===== config.mk =====
export PLATFORM = sky130hd
export DESIGN_NAME = light_phase_timer
export DESIGN_NICKNAME = d
export VERILOG_FILES = /design/src/rtl/light_phase_timer_pkg.sv /design/src/rtl/light_phase_timer_phase_countdown.sv /design/src/rtl/light_phase_timer.sv
export SDC_FILE = /design/constraint.sdc
export NUM_CORES = 1
export LEC_CHECK = 0
export CAP_MARGIN = 20
export CELL_PAD_IN_SITES_DETAIL_PLACEMENT = 1
export CELL_PAD_IN_SITES_GLOBAL_PLACEMENT = 1
export CORE_MARGIN = 4
export CORE_UTILIZATION = 35
export CTS_CLUSTER_SIZE = 16
export DETAILED_ROUTE_END_ITERATION = 8
export DONT_BUFFER_PORTS = 1
export PLACE_DENSITY_LB_ADDON = 0.1
export RECOVER_POWER = 100
export SLEW_MARGIN = 15
export SYNTH_ARGS = -nofsm -noshare
export SYNTH_HDL_FRONTEND = slang
export SYNTH_HIERARCHICAL = 1
export SYNTH_SLANG_ARGS = --single-unit

===== constraint.sdc =====
create_clock -name clk -period 2.4 [get_ports clk]
set_input_delay 0.12 -clock clk [delete_from_list [all_inputs] [get_ports clk]]
set_output_delay 0.12 -clock clk [all_outputs]
set_load 0.02 [all_outputs]

===== src/rtl/light_phase_timer_pkg.sv =====
// Shared types and constants for the light phase timer.
// Latency: n/a (declarations only).
// Backpressure: n/a (declarations only).
package light_phase_timer_pkg;

  localparam int TIME_W        = 7;
  localparam int DEFAULT_GREEN = 20;

  // Encoding is visible on the phase output, so the values are fixed.
  typedef enum logic [1:0] {
    ALL_RED = 2'd0,
    REQ     = 2'd1,
    GREEN   = 2'd2,
    YELLOW  = 2'd3
  } phase_t;

  // Each direction drives a pair of adjacent lamp bits.
  localparam logic [7:0] LANE_N = 8'h03;
  localparam logic [7:0] LANE_E = 8'h0C;
  localparam logic [7:0] LANE_S = 8'h30;
  localparam logic [7:0] LANE_W = 8'hC0;

  // A grant is only acceptable when it names exactly one whole direction pair.
  function automatic logic isPairCode(input logic [7:0] req);
    return (req == LANE_N) || (req == LANE_E) || (req == LANE_S) || (req == LANE_W);
  endfunction

endpackage


===== src/rtl/light_phase_timer_phase_countdown.sv =====
// Per-phase tick countdown: a phase loaded with N expires on its Nth tick.
// Latency: load/decrement visible one clk later; expire is combinational.
// Backpressure: none; tick is a free-running enable, load overrides it.
module phase_countdown #(
  parameter int TIME_W      = 7,
  parameter int RESET_VALUE = 1
) (
  input  logic              clk,
  input  logic              rst,
  input  logic              load,
  input  logic [TIME_W-1:0] loadValue,
  input  logic              tick,
  output logic [TIME_W-1:0] count,
  output logic              expire
);

  localparam logic [TIME_W-1:0] ONE = TIME_W'(1);

  // The last tick of a phase is the one that lands while count is 1.
  assign expire = tick & (count == ONE);

  // Count never goes below 1; the owner reloads on expiry instead of wrapping.
  always_ff @(posedge clk) begin
    if (rst) begin
      count <= TIME_W'(RESET_VALUE);
    end else if (load) begin
      count <= loadValue;
    end else if (tick && (count > ONE)) begin
      count <= count - ONE;
    end
  end

endmodule


===== src/rtl/light_phase_timer.sv =====
// Lamp sequencer: takes a lane-pair grant, runs GREEN -> YELLOW -> ALL_RED, asks for the next grant.
// Latency: phase, count and lamps all change on the same clk edge; isZero is high for the one REQ clk.
// Backpressure: none; the grant is sampled unconditionally on the clk after isZero.
module light_phase_timer #(
  parameter int TIME_W        = light_phase_timer_pkg::TIME_W,
  parameter int DEFAULT_GREEN = light_phase_timer_pkg::DEFAULT_GREEN,
  parameter int YELLOW_TIME   = 3,
  parameter int ALLRED_TIME   = 1
) (
  input  logic              clk,
  input  logic              rst,
  input  logic              tick,
  input  logic [7:0]        laneRequest,
  input  logic [TIME_W-1:0] loadTimer,
  output logic              isZero,
  output logic [7:0]        green,
  output logic [7:0]        yellow,
  output logic [7:0]        red,
  output logic [1:0]        phase,
  output logic [TIME_W-1:0] count,
  output logic              badGrant
);

  import light_phase_timer_pkg::*;

  phase_t            state;
  phase_t            stateNext;
  logic [7:0]        grant;
  logic [7:0]        grantNext;
  logic              badNext;
  logic              load;
  logic [TIME_W-1:0] loadValue;
  logic              expire;
  logic [TIME_W-1:0] greenTime;
  logic [7:0]        greenNext;
  logic [7:0]        yellowNext;
  logic [7:0]        redNext;

  phase_countdown #(
    .TIME_W      (TIME_W),
    .RESET_VALUE (ALLRED_TIME)
  ) u_countdown (
    .clk       (clk),
    .rst       (rst),
    .load      (load),
    .loadValue (loadValue),
    .tick      (tick),
    .count     (count),
    .expire    (expire)
  );

  // A zero duration from the selector means "use the default green".
  assign greenTime = (loadTimer == '0) ? TIME_W'(DEFAULT_GREEN) : loadTimer;

  // Phase sequencing: REQ always resolves in one clk, ticks there are ignored.
  always_comb begin
    stateNext = state;
    grantNext = grant;
    badNext   = badGrant;
    load      = 1'b0;
    loadValue = '0;
    case (state)
      ALL_RED: begin
        if (expire) begin
          stateNext = REQ;
        end
      end
      REQ: begin
        load = 1'b1;
        if (isPairCode(laneRequest)) begin
          stateNext = GREEN;
          grantNext = laneRequest;
          loadValue = greenTime;
        end else begin
          // Refuse the grant, clear again and re-request.
          stateNext = ALL_RED;
          grantNext = 8'h00;
          badNext   = 1'b1;
          loadValue = TIME_W'(ALLRED_TIME);
        end
      end
      GREEN: begin
        if (expire) begin
          stateNext = YELLOW;
          load      = 1'b1;
          loadValue = TIME_W'(YELLOW_TIME);
        end
      end
      YELLOW: begin
        if (expire) begin
          stateNext = ALL_RED;
          grantNext = 8'h00;
          load      = 1'b1;
          loadValue = TIME_W'(ALLRED_TIME);
        end
      end
      default: begin
        stateNext = ALL_RED;
        grantNext = 8'h00;
        load      = 1'b1;
        loadValue = TIME_W'(ALLRED_TIME);
      end
    endcase
  end

  // Lamps decode from the next state so they move on the same edge as phase.
  always_comb begin
    greenNext  = 8'h00;
    yellowNext = 8'h00;
    redNext    = 8'hFF;
    case (stateNext)
      GREEN: begin
        greenNext = grantNext;
        redNext   = ~grantNext;
      end
      YELLOW: begin
        yellowNext = grantNext;
        redNext    = ~grantNext;
      end
      default: begin
        redNext = 8'hFF;
      end
    endcase
  end

  // State, grant, sticky error and lamp registers; reset drops straight to all-red.
  always_ff @(posedge clk) begin
    if (rst) begin
      state    <= ALL_RED;
      grant    <= 8'h00;
      badGrant <= 1'b0;
      isZero   <= 1'b0;
      green    <= 8'h00;
      yellow   <= 8'h00;
      red      <= 8'hFF;
    end else begin
      state    <= stateNext;
      grant    <= grantNext;
      badGrant <= badNext;
      isZero   <= (stateNext == REQ);
      green    <= greenNext;
      yellow   <= yellowNext;
      red      <= redNext;
    end
  end

  assign phase = state;

endmodule


# Yosys cells after proc, flatten, opt, wreduce, memory -nomap -nowiden
# Cells that the tools add are included.
[totals] reg_bits=43 in_bits=18 out_inout_bits=35 elab_cells=57
[classes] add_sub_neg=1 order_cmp=1 n_eq_ne=11 muxes=17 bitwise_logic=6 n_reduce_logical=13
[op_table] operator="2-to-1 mux 7 bit" count=4
[op_table] operator="case mux 7 bit (3 select lines)" count=1
[op_table] operator="2-to-1 mux 8 bit" count=2
[op_table] operator="case mux 8 bit (2 select lines)" count=1
[op_table] operator="2-to-1 mux 2 bit" count=5
[op_table] operator="OR reduction 2 bit" count=5
[op_table] operator="== test 2 bit (second input constant)" count=4
[op_table] operator="== test 8 x 2 -> 1 bit (second input constant)" count=1
[op_table] operator="== test 8 x 4 -> 1 bit (second input constant)" count=1
[op_table] operator="== test 8 x 6 -> 1 bit (second input constant)" count=1
[op_table] operator="== test 8 bit (second input constant)" count=1
[op_table] operator="inverter 8 bit" count=1
[op_table] operator="case mux 2 bit (4 select lines)" count=1
[op_table] operator="== test 7 x 1 -> 1 bit (second input constant)" count=1
[op_table] operator="greater-than comparator 7 x 1 -> 1 bit (second input constant)" count=1
[op_table] operator="zero test 7 bit" count=1
[op_table] operator="subtractor 7 x 1 -> 7 bit (second input constant)" count=1
[op_table] operator="== test 2 x 1 -> 1 bit (second input constant)" count=2
[op_table] operator="inverter 1 bit" count=4
[op_table] operator="logical OR 1 bit" count=3
[op_table] operator="zero test 2 bit" count=1
[op_table] operator="2-to-1 mux 1 bit" count=2
[op_table] operator="case mux 1 bit (2 select lines)" count=1
[op_table] operator="AND reduction 2 bit" count=1
[op_table] operator="other kinds (3)" count=3

# Longest topological paths before layout
# Gate-level depths: netlist of the first run.
[depth] depth_word=10 depth_mapped=10 mapped_depth_nobuf=9

# By module
# Netlist of the first run, hierarchy kept.
[modules_own_cells] module="light_phase_timer" n_inst=1 cells_each=141 area_each_um2=1327.5 seq_area_each_um2=720.7
[modules_own_cells] module="phase_countdown" n_inst=1 cells_each=58 area_each_um2=476.7 seq_area_each_um2=140.1

# Worst setup path after synthesis of the first run
# No wires, ideal clock.
[synth_timing] path_type="register to register" from="register u_countdown.count[4]" to="register u_countdown.count[1]" setup_ns=0.140 t_arrival_ns=2.055 required_ns=2.260 slack_ns=0.205 path_stages_with_launch=10 path_buffers=2 cell_sequence="dfxtp_1 or4_1 buf_2 nor2_1 nand2_1 nand2_1 clkbuf_1 nor3_1 o311ai_1 o221ai_1"
[synth_between] elab_chain_cells=5
[synth_rtl] item="start: declaration" line_no="light_phase_timer_phase_countdown.sv:13" text="output logic [TIME_W-1:0] count,"
[synth_rtl] item="start signal: assignment" line_no="light_phase_timer_phase_countdown.sv:25" text="count <= TIME_W'(RESET_VALUE);"
[synth_rtl] item="start signal: assignment" line_no="light_phase_timer_phase_countdown.sv:27" text="count <= loadValue;"
[synth_rtl] item="start signal: assignment" line_no="light_phase_timer_phase_countdown.sv:29" text="count <= count - ONE;"
[synth_rtl] item="== test 7 x 1 -> 1 bit (*)" line_no="light_phase_timer_phase_countdown.sv:20" text="assign expire = tick & (count == ONE);"
[synth_rtl] item="bitwise AND 1 bit (*)" line_no="light_phase_timer_phase_countdown.sv:20"
[synth_rtl] item="via expire" line_no="light_phase_timer.sv:33" text="logic expire;"
[synth_rtl] item="2-to-1 mux 1 bit (*)" line_no="light_phase_timer.sv:83, light_phase_timer.sv:90"
[synth_rtl] item="case mux 1 bit (2 select lines) (*)" line_no="light_phase_timer.sv:62" text="case (state)"
[synth_rtl] item="via load" line_no="light_phase_timer.sv:31" text="logic load;"
[synth_rtl] item="2-to-1 mux 7 bit or nonzero test 2 bit (tied branches)"
# Mark *: on every way through the listed nets, which the timed path passes. The rest lies on a longest branch.
# A chain may end at the register's enable or synchronous reset.

# Worst setup path after layout of the first run
[layout_timing] from="register u_countdown.count[5]" to="register u_countdown.count[6]"
# Same word-level chain as after synthesis.

==> run metrics, run 1 <==
register area=861 µm²; layout cells sized above 1=8.13%; Sink Count=43; DRT iter0 DRCs=84; max cap viols=0; Fillers=582; Syn-to-layout area delta=10.4%; Longest Clk Path Bufs=2; DRC=0; Post-DRT Antenna Nets=0; Hold Vio Cnt, Final=0; Cell Int Power=0.00117 W; Netlist cell types=47; Reg2Reg Depth=7; dpl hpwl=3420 µm; Synth Register Bits=43; Fin Hold WS=0.0198 ns; H-tree depth=2; syn nets=219; Die Wd=79.8 µm; Comb power frac=30.9%; Hold Startpoint=rst; Root Buffer=clkbuf_8; Die Area=6370 µm²; Mapped Cells=199; Critical Path End Type=flip-flop; VDD IR max=314 µV; Placer Congestion=0.763; actual slew at the worst max-slew pin=0.683 ns; IO buf count=0; sw power=0.000714 W; number of flops mapped to enable cells by yosys=0; sequential power share=45.6%; Startpoint Class=flip-flop; Hold Path Depth=1; WP buf/inv=1; number of global-route vias before repair=1,528; Worst-path clk slew=0.09 ns; crit path time final=2.15 ns; Detailed Routing Iterations Pass 1=4; reg-to-reg slack, setup=0.25 ns; Mean Syn Cell Area=9.07 µm²; Worst Path Arrival=2.29 ns; worst min path class=in -> reg; RSZ-0062 raised after global routing=no; Tot GR Track Use=15.5%; CP max stage delay=0.56 ns; first-pass GRT wire length=7710 µm; CP required=2.53 ns; die height=79.8 µm; TritonCTS Buffers=5; Rows=25; Final #Nets=228; fin crit share=89.6%; cell accounting for the most synthesized area=dfxtp_1; via count=1,470; Vias/cell=5.33; Boundary Pins=53; reg2reg end=u_countdown/count[6]; initial antenna violation count=0; Clock Power Share=23.5%; commonest non-fill, non-tap cells in the layout=dfxtp_1 (43), nand2_1 (28), a21oi_1 (11), nor2_1 (10), nand3_1 (9); crit path max-delay cell type=or4_1; CP Max Fanout=11; Main synth FF type=dfxtp_1; Routed WL per cell=16.6 µm; most common cell after layout, fill and taps aside=dfxtp_1; delay-heaviest family, CP=simple AND/OR/NAND/NOR gates; critical path cell sequence=or4_1, nor2_1, nand2_1, nand2_1, inv_1, nor2_1, a311oi_1; largest net degree at the start of global routing=18; reg2reg start=u_countdown/count[5]; status=finished clean; worst skew pair latency=0.29 ns; CP Class=reg -> reg; Post-Route WL=4590 µm; sequential share of the synthesized area=47.7%; Synth top area share=47.7%; grt total ovfl=0; Final Max Slew Viols=0; hold worst-path end=u_countdown/count[0]; Synth area leaders=dfxtp_1 (48%), nand2_1 (5.8%), and2_1 (4.5%); diode count=0; skew final=0.0132 ns; core area=4850 µm²; Mapped Area=1800 µm²; ys async rst share=0%; switch share=37.9%; Pwr Density=946 nW/µm²; fmax=465 MHz; Setup TNS=0 ns; Syn. warnings=6; CTS tree=yes; Leak=0.743 nW; Rel. slew slack=54.3%; multi-input logic area=885 µm²; Starting Density=37.2%; setup bufs post-CTS=0; final setup fails=0
cell usage after synthesis (2+ instances only):
master / n
dfxtp_1: 43
nand2_1: 28
and2_1: 13
a21oi_1: 11
nor2_1: 10
nand3_1: 9
and3_1: 8
inv_1: 7
clkbuf_1: 5
nor2b_1: 4
a311oi_1: 3
a31oi_1: 3
and4bb_2: 3
nand2b_1: 3
o21ai_1: 3
a221oi_1: 2
a32o_1: 2
buf_2: 2
ha_1: 2
nand3b_1: 2
nand4_1: 2
nor3_1: 2
nor3b_1: 2
nor4_2: 2
o2111ai_1: 2
o21a_1: 2
o21ai_0: 2
o311ai_1: 2
or3_1: 2
metrics by stage:
stage	area (µm²)	util, %	setup WS [ns]	power [W]	instances
global placement	1920	39.6	0.310	0.00146	267
finish	1990	41.1	0.249	0.00188	276
detailed placement	1920	39.6	0.241	0.00148	267
CTS	2010	41.5	0.235	0.00193	276
global route	1990	41.1	0.0672	0.00202	276
floorplan	1800	-	0.205	0.00128	199
worst max path at each step:
stage,from,endpoint,depth (start not counted)
floorplan,u_countdown/count[4],u_countdown/count[1],9
global placement,u_countdown/count[4],green[5],6
detailed placement,u_countdown/count[4],green[3],6
CTS,u_countdown/count[5],green[5],6
global route,u_countdown/count[5],u_countdown/count[3],6
finish,u_countdown/count[5],u_countdown/count[6],7
sequential cells by signal, summed over array words and instances (netlist names):
signal             flops
isZero                 1
grant                  8
badGrant               1
u_countdown/count      7
yellow                 8
green                  8
phase                  2
red                    8
kinds of logic (layout without fill, tap and decap cells):
family / Yosys count / after routing / share of synthesized area (%)
buffers and inverters: 15 / 25 / 3.26
AOI/OAI and AO/OA: 41 / 41 / 16.2
xor gates and xnor gates: 1 / 1 / 0.486
adders and majority gates: 2 / 2 / 1.39
DFF: 43 / 43 / 47.7
and+or+nand+nor: 97 / 97 / 30.9
layout make-up:
type	count	share of cell area, %
timing repair buffer	9	2.39
clock inverter	2	0.628
tap	67	4.21
multi-input combinational	141	44.4
sequential	43	43.2
inverter	8	1.51
clock buffer	6	3.64
routing by layer:
metal | up-vias | routed length, µm | track usage [%]
met5 | - | 0 | 0
li1 | 728 | - | -
met1 | 697 | 2270 | 22.1
met4 | 0 | 19 | 2.53
met2 | 43 | 1990 | 23.0
met3 | 2 | 300 | 5.08
power groups by stage:
stage	combinational [W]	sequential, W	clock, W
after floorplan	0.000364	0.000921	0
after global placement	0.000586	0.000875	0
after detailed placement	0.000601	0.000876	0
after CTS	0.000608	0.000861	0.000464
after global routing	0.000650	0.000871	0.000496
final	0.000583	0.000858	0.000443
what timing repair did:
action,4_1_cts,5_1_grt
hold endpoints to repair,17,0
hold buffers,1,0
gates resized for setup,0,0
No activity file was read; power rests on OpenSTA's default activity.
==> run 2: changes to the inputs <==
--- a/config.mk
+++ b/config.mk
@@ -10,10 +10,11 @@
 export CELL_PAD_IN_SITES_GLOBAL_PLACEMENT = 1
 export CORE_MARGIN = 4
 export CORE_UTILIZATION = 35
+export CTS_BUF_LIST = sky130_fd_sc_hd__clkbuf_8
 export CTS_CLUSTER_SIZE = 16
 export DETAILED_ROUTE_END_ITERATION = 8
 export DONT_BUFFER_PORTS = 1
-export PLACE_DENSITY_LB_ADDON = 0.1
+export PLACE_DENSITY = 0.71
 export RECOVER_POWER = 100
 export SLEW_MARGIN = 15
 export SYNTH_ARGS = -nofsm -noshare
==> run 2 against run 1 <==
Effect of this change: final cell count rose by 1.4%; wire length fell by 2.5%; sequential share of layout area fell by 0.46 points; utilization rose by 0.44 points; clock power fell by 2%; global-route usage barely moved; hold slack got worse by 0.00050 ns.
==> run metrics, run 2 (same netlist as run 1, synthesis figures left out) <==
DRC=0 (unchanged); Final #Nets=232 (+1.8%); Leak=0.750 nW (+0.88%); Fillers=577 (-0.86%); sequential power share=44.0% (-1.6 points); Post-Route WL=4470 µm (-2.5%); placed cell count=270 (+1.1%); Boundary Pins=53 (unchanged); worst min path class=in -> reg; VDD IR max=427 µV (+36%); die height=79.8 µm (unchanged); status=finished clean; Reg2Reg Depth=6 (-1); via count=1,492 (+1.5%); Vias/cell=5.33 (about the same); multi-input logic area=885 µm² (unchanged); crit path time final=2.12 ns (-0.0337 ns); Sink Count=43 (unchanged); non-filler cells, final=280 (+1.4%); Hold Vio Cnt, Final=0 (unchanged); Worst-path clk slew=0.08 ns (about the same); diode count=0 (unchanged); core area=4850 µm² (unchanged); Worst Path Arrival=2.30 ns (about the same); Die Area=6370 µm² (unchanged); Syn-to-layout area delta=11.6%; reg-to-reg slack, setup=0.28 ns (+0.03 ns); largest net degree at the start of global routing=18 (unchanged); CP Max Fanout=8 (-3); CP Class=reg -> reg; fin crit share=88.2% (-1.4 points); Root Buffer=clkbuf_8; Routed WL per cell=16.0 µm (-3.9%); final setup fails=0 (unchanged); Cell Int Power=0.00118 W (+0.48%); Critical Path End Type=flip-flop; Post-DRT Antenna Nets=0 (unchanged); switch share=37.6% (-0.31 points); Pwr Density=935 nW/µm² (-1.1%); layout cells sized above 1=7.98% (-0.15 points); max cap viols=0 (unchanged); IO buf count=0 (unchanged); Tot GR Track Use=15.5% (about the same); Startpoint Class=flip-flop; reg2reg start=u_countdown/count[4]; CTS resizes=0 (unchanged); fmax=472 MHz (+1.6%); actual slew at the worst max-slew pin=0.680 ns (-0.00283 ns); skew final=0.00306 ns (-0.0102 ns); Placer Congestion=0.826 (+8.3%); Final Max Slew Viols=0 (unchanged); CP required=2.58 ns (+0.05 ns); Longest Clk Path Bufs=2 (unchanged); worst setup path end=green[5]; Die Wd=79.8 µm (unchanged); Rel. slew slack=54.5% (+0.19 points); RSZ-0062 raised after global routing=no; Comb power frac=32.9% (+2.0 points); DRT iter0 DRCs=54 (-36%); reg2reg end=green[5]; Clock Power Share=23.2% (-0.3 points); Rows=25 (unchanged); initial antenna violation count=0 (unchanged); CTS tree=yes; Starting Density=37.2% (unchanged); sw power=0.000708 W (-0.85%); worst setup path startpoint=u_countdown/count[4]; Setup TNS=0 ns (unchanged); commonest non-fill, non-tap cells in the layout=dfxtp_1 (43), nand2_1 (28), a21oi_1 (11), nor2_1 (10); Hold Path Depth=1 (unchanged); first-pass GRT wire length=7620 µm (-1.2%); most common cell after layout, fill and taps aside=dfxtp_1; dpl hpwl=3320 µm (-3.1%); grt total ovfl=0 (unchanged); Detailed Routing Iterations Pass 1=4 (unchanged); Layout Utilization=41.5% (+0.44 points); H-tree depth=2 (unchanged); register area=861 µm² (unchanged); TritonCTS Buffers=5 (unchanged); number of global-route vias before repair=1,543 (+0.98%); Fin Hold WS=0.0193 ns (-0.000504 ns); worst skew pair latency=0.29 ns (about the same)
run 2: worst min-delay path by stage:
stage / start / to / slack (ns)
floorplan: rst / isZero / 0.20
global placement: rst / grant[7] / 0.19
detailed placement: rst / grant[5] / 0.20
CTS: laneRequest[0] / grant[0] / 0.01
global route: rst / u_countdown/count[0] / 0.01
finish: rst / u_countdown/count[0] / 0.02
run 2: layer usage:
metal	global-route usage [%]	share of wire, %
met1	20.7	47
met5	0	0
met3	5.42	7.8
met4	4.56	1.1
met2	23.5	44
run 2: metrics by stage:
step / setup WS (ns) / total power [W] / instance area [µm²]
floorplan: 0.205 / 0.00128 / 1800
global placement: 0.410 / 0.00150 / 1940
detailed placement: 0.352 / 0.00151 / 1940
CTS: 0.320 / 0.00195 / 2050
global route: 0.0419 / 0.00203 / 2010
finish: 0.283 / 0.00188 / 2010
run 2: worst max-delay path, stage by stage (launching register included):
cell and delay (ns):
dfxtp_1 0.31, or4_1 0.54, nor2_1 0.29, nor2b_1 0.28, a21oi_1 0.08, and2_0 0.31, and2_0 0.20
run 2: area by class of cell:
type                            instances  area share, %
Sequential cell                        43           42.8
Multi-Input combinational cell        141           43.9
Tap cell                               67           4.16
Timing Repair Buffer                   13           3.42
Clock inverter                          3          0.808
Clock buffer                            5           3.42
Inverter                                8           1.49
run 2: what timing repair did:
item,4_1_cts,5_1_grt
buffers inserted,0,0
hold endpoints to repair,17,0
hold buffers,2,0
run 2: power by group through the flow:
stage | Combinational, W | Clock, W | Sequential [W]
floorplan | 0.000364 | 0 | 0.000921
global route | 0.000707 | 0.000486 | 0.000840
detailed placement | 0.000662 | 0 | 0.000848
CTS | 0.000672 | 0.000449 | 0.000831
finish | 0.000619 | 0.000436 | 0.000828
global placement | 0.000653 | 0 | 0.000845
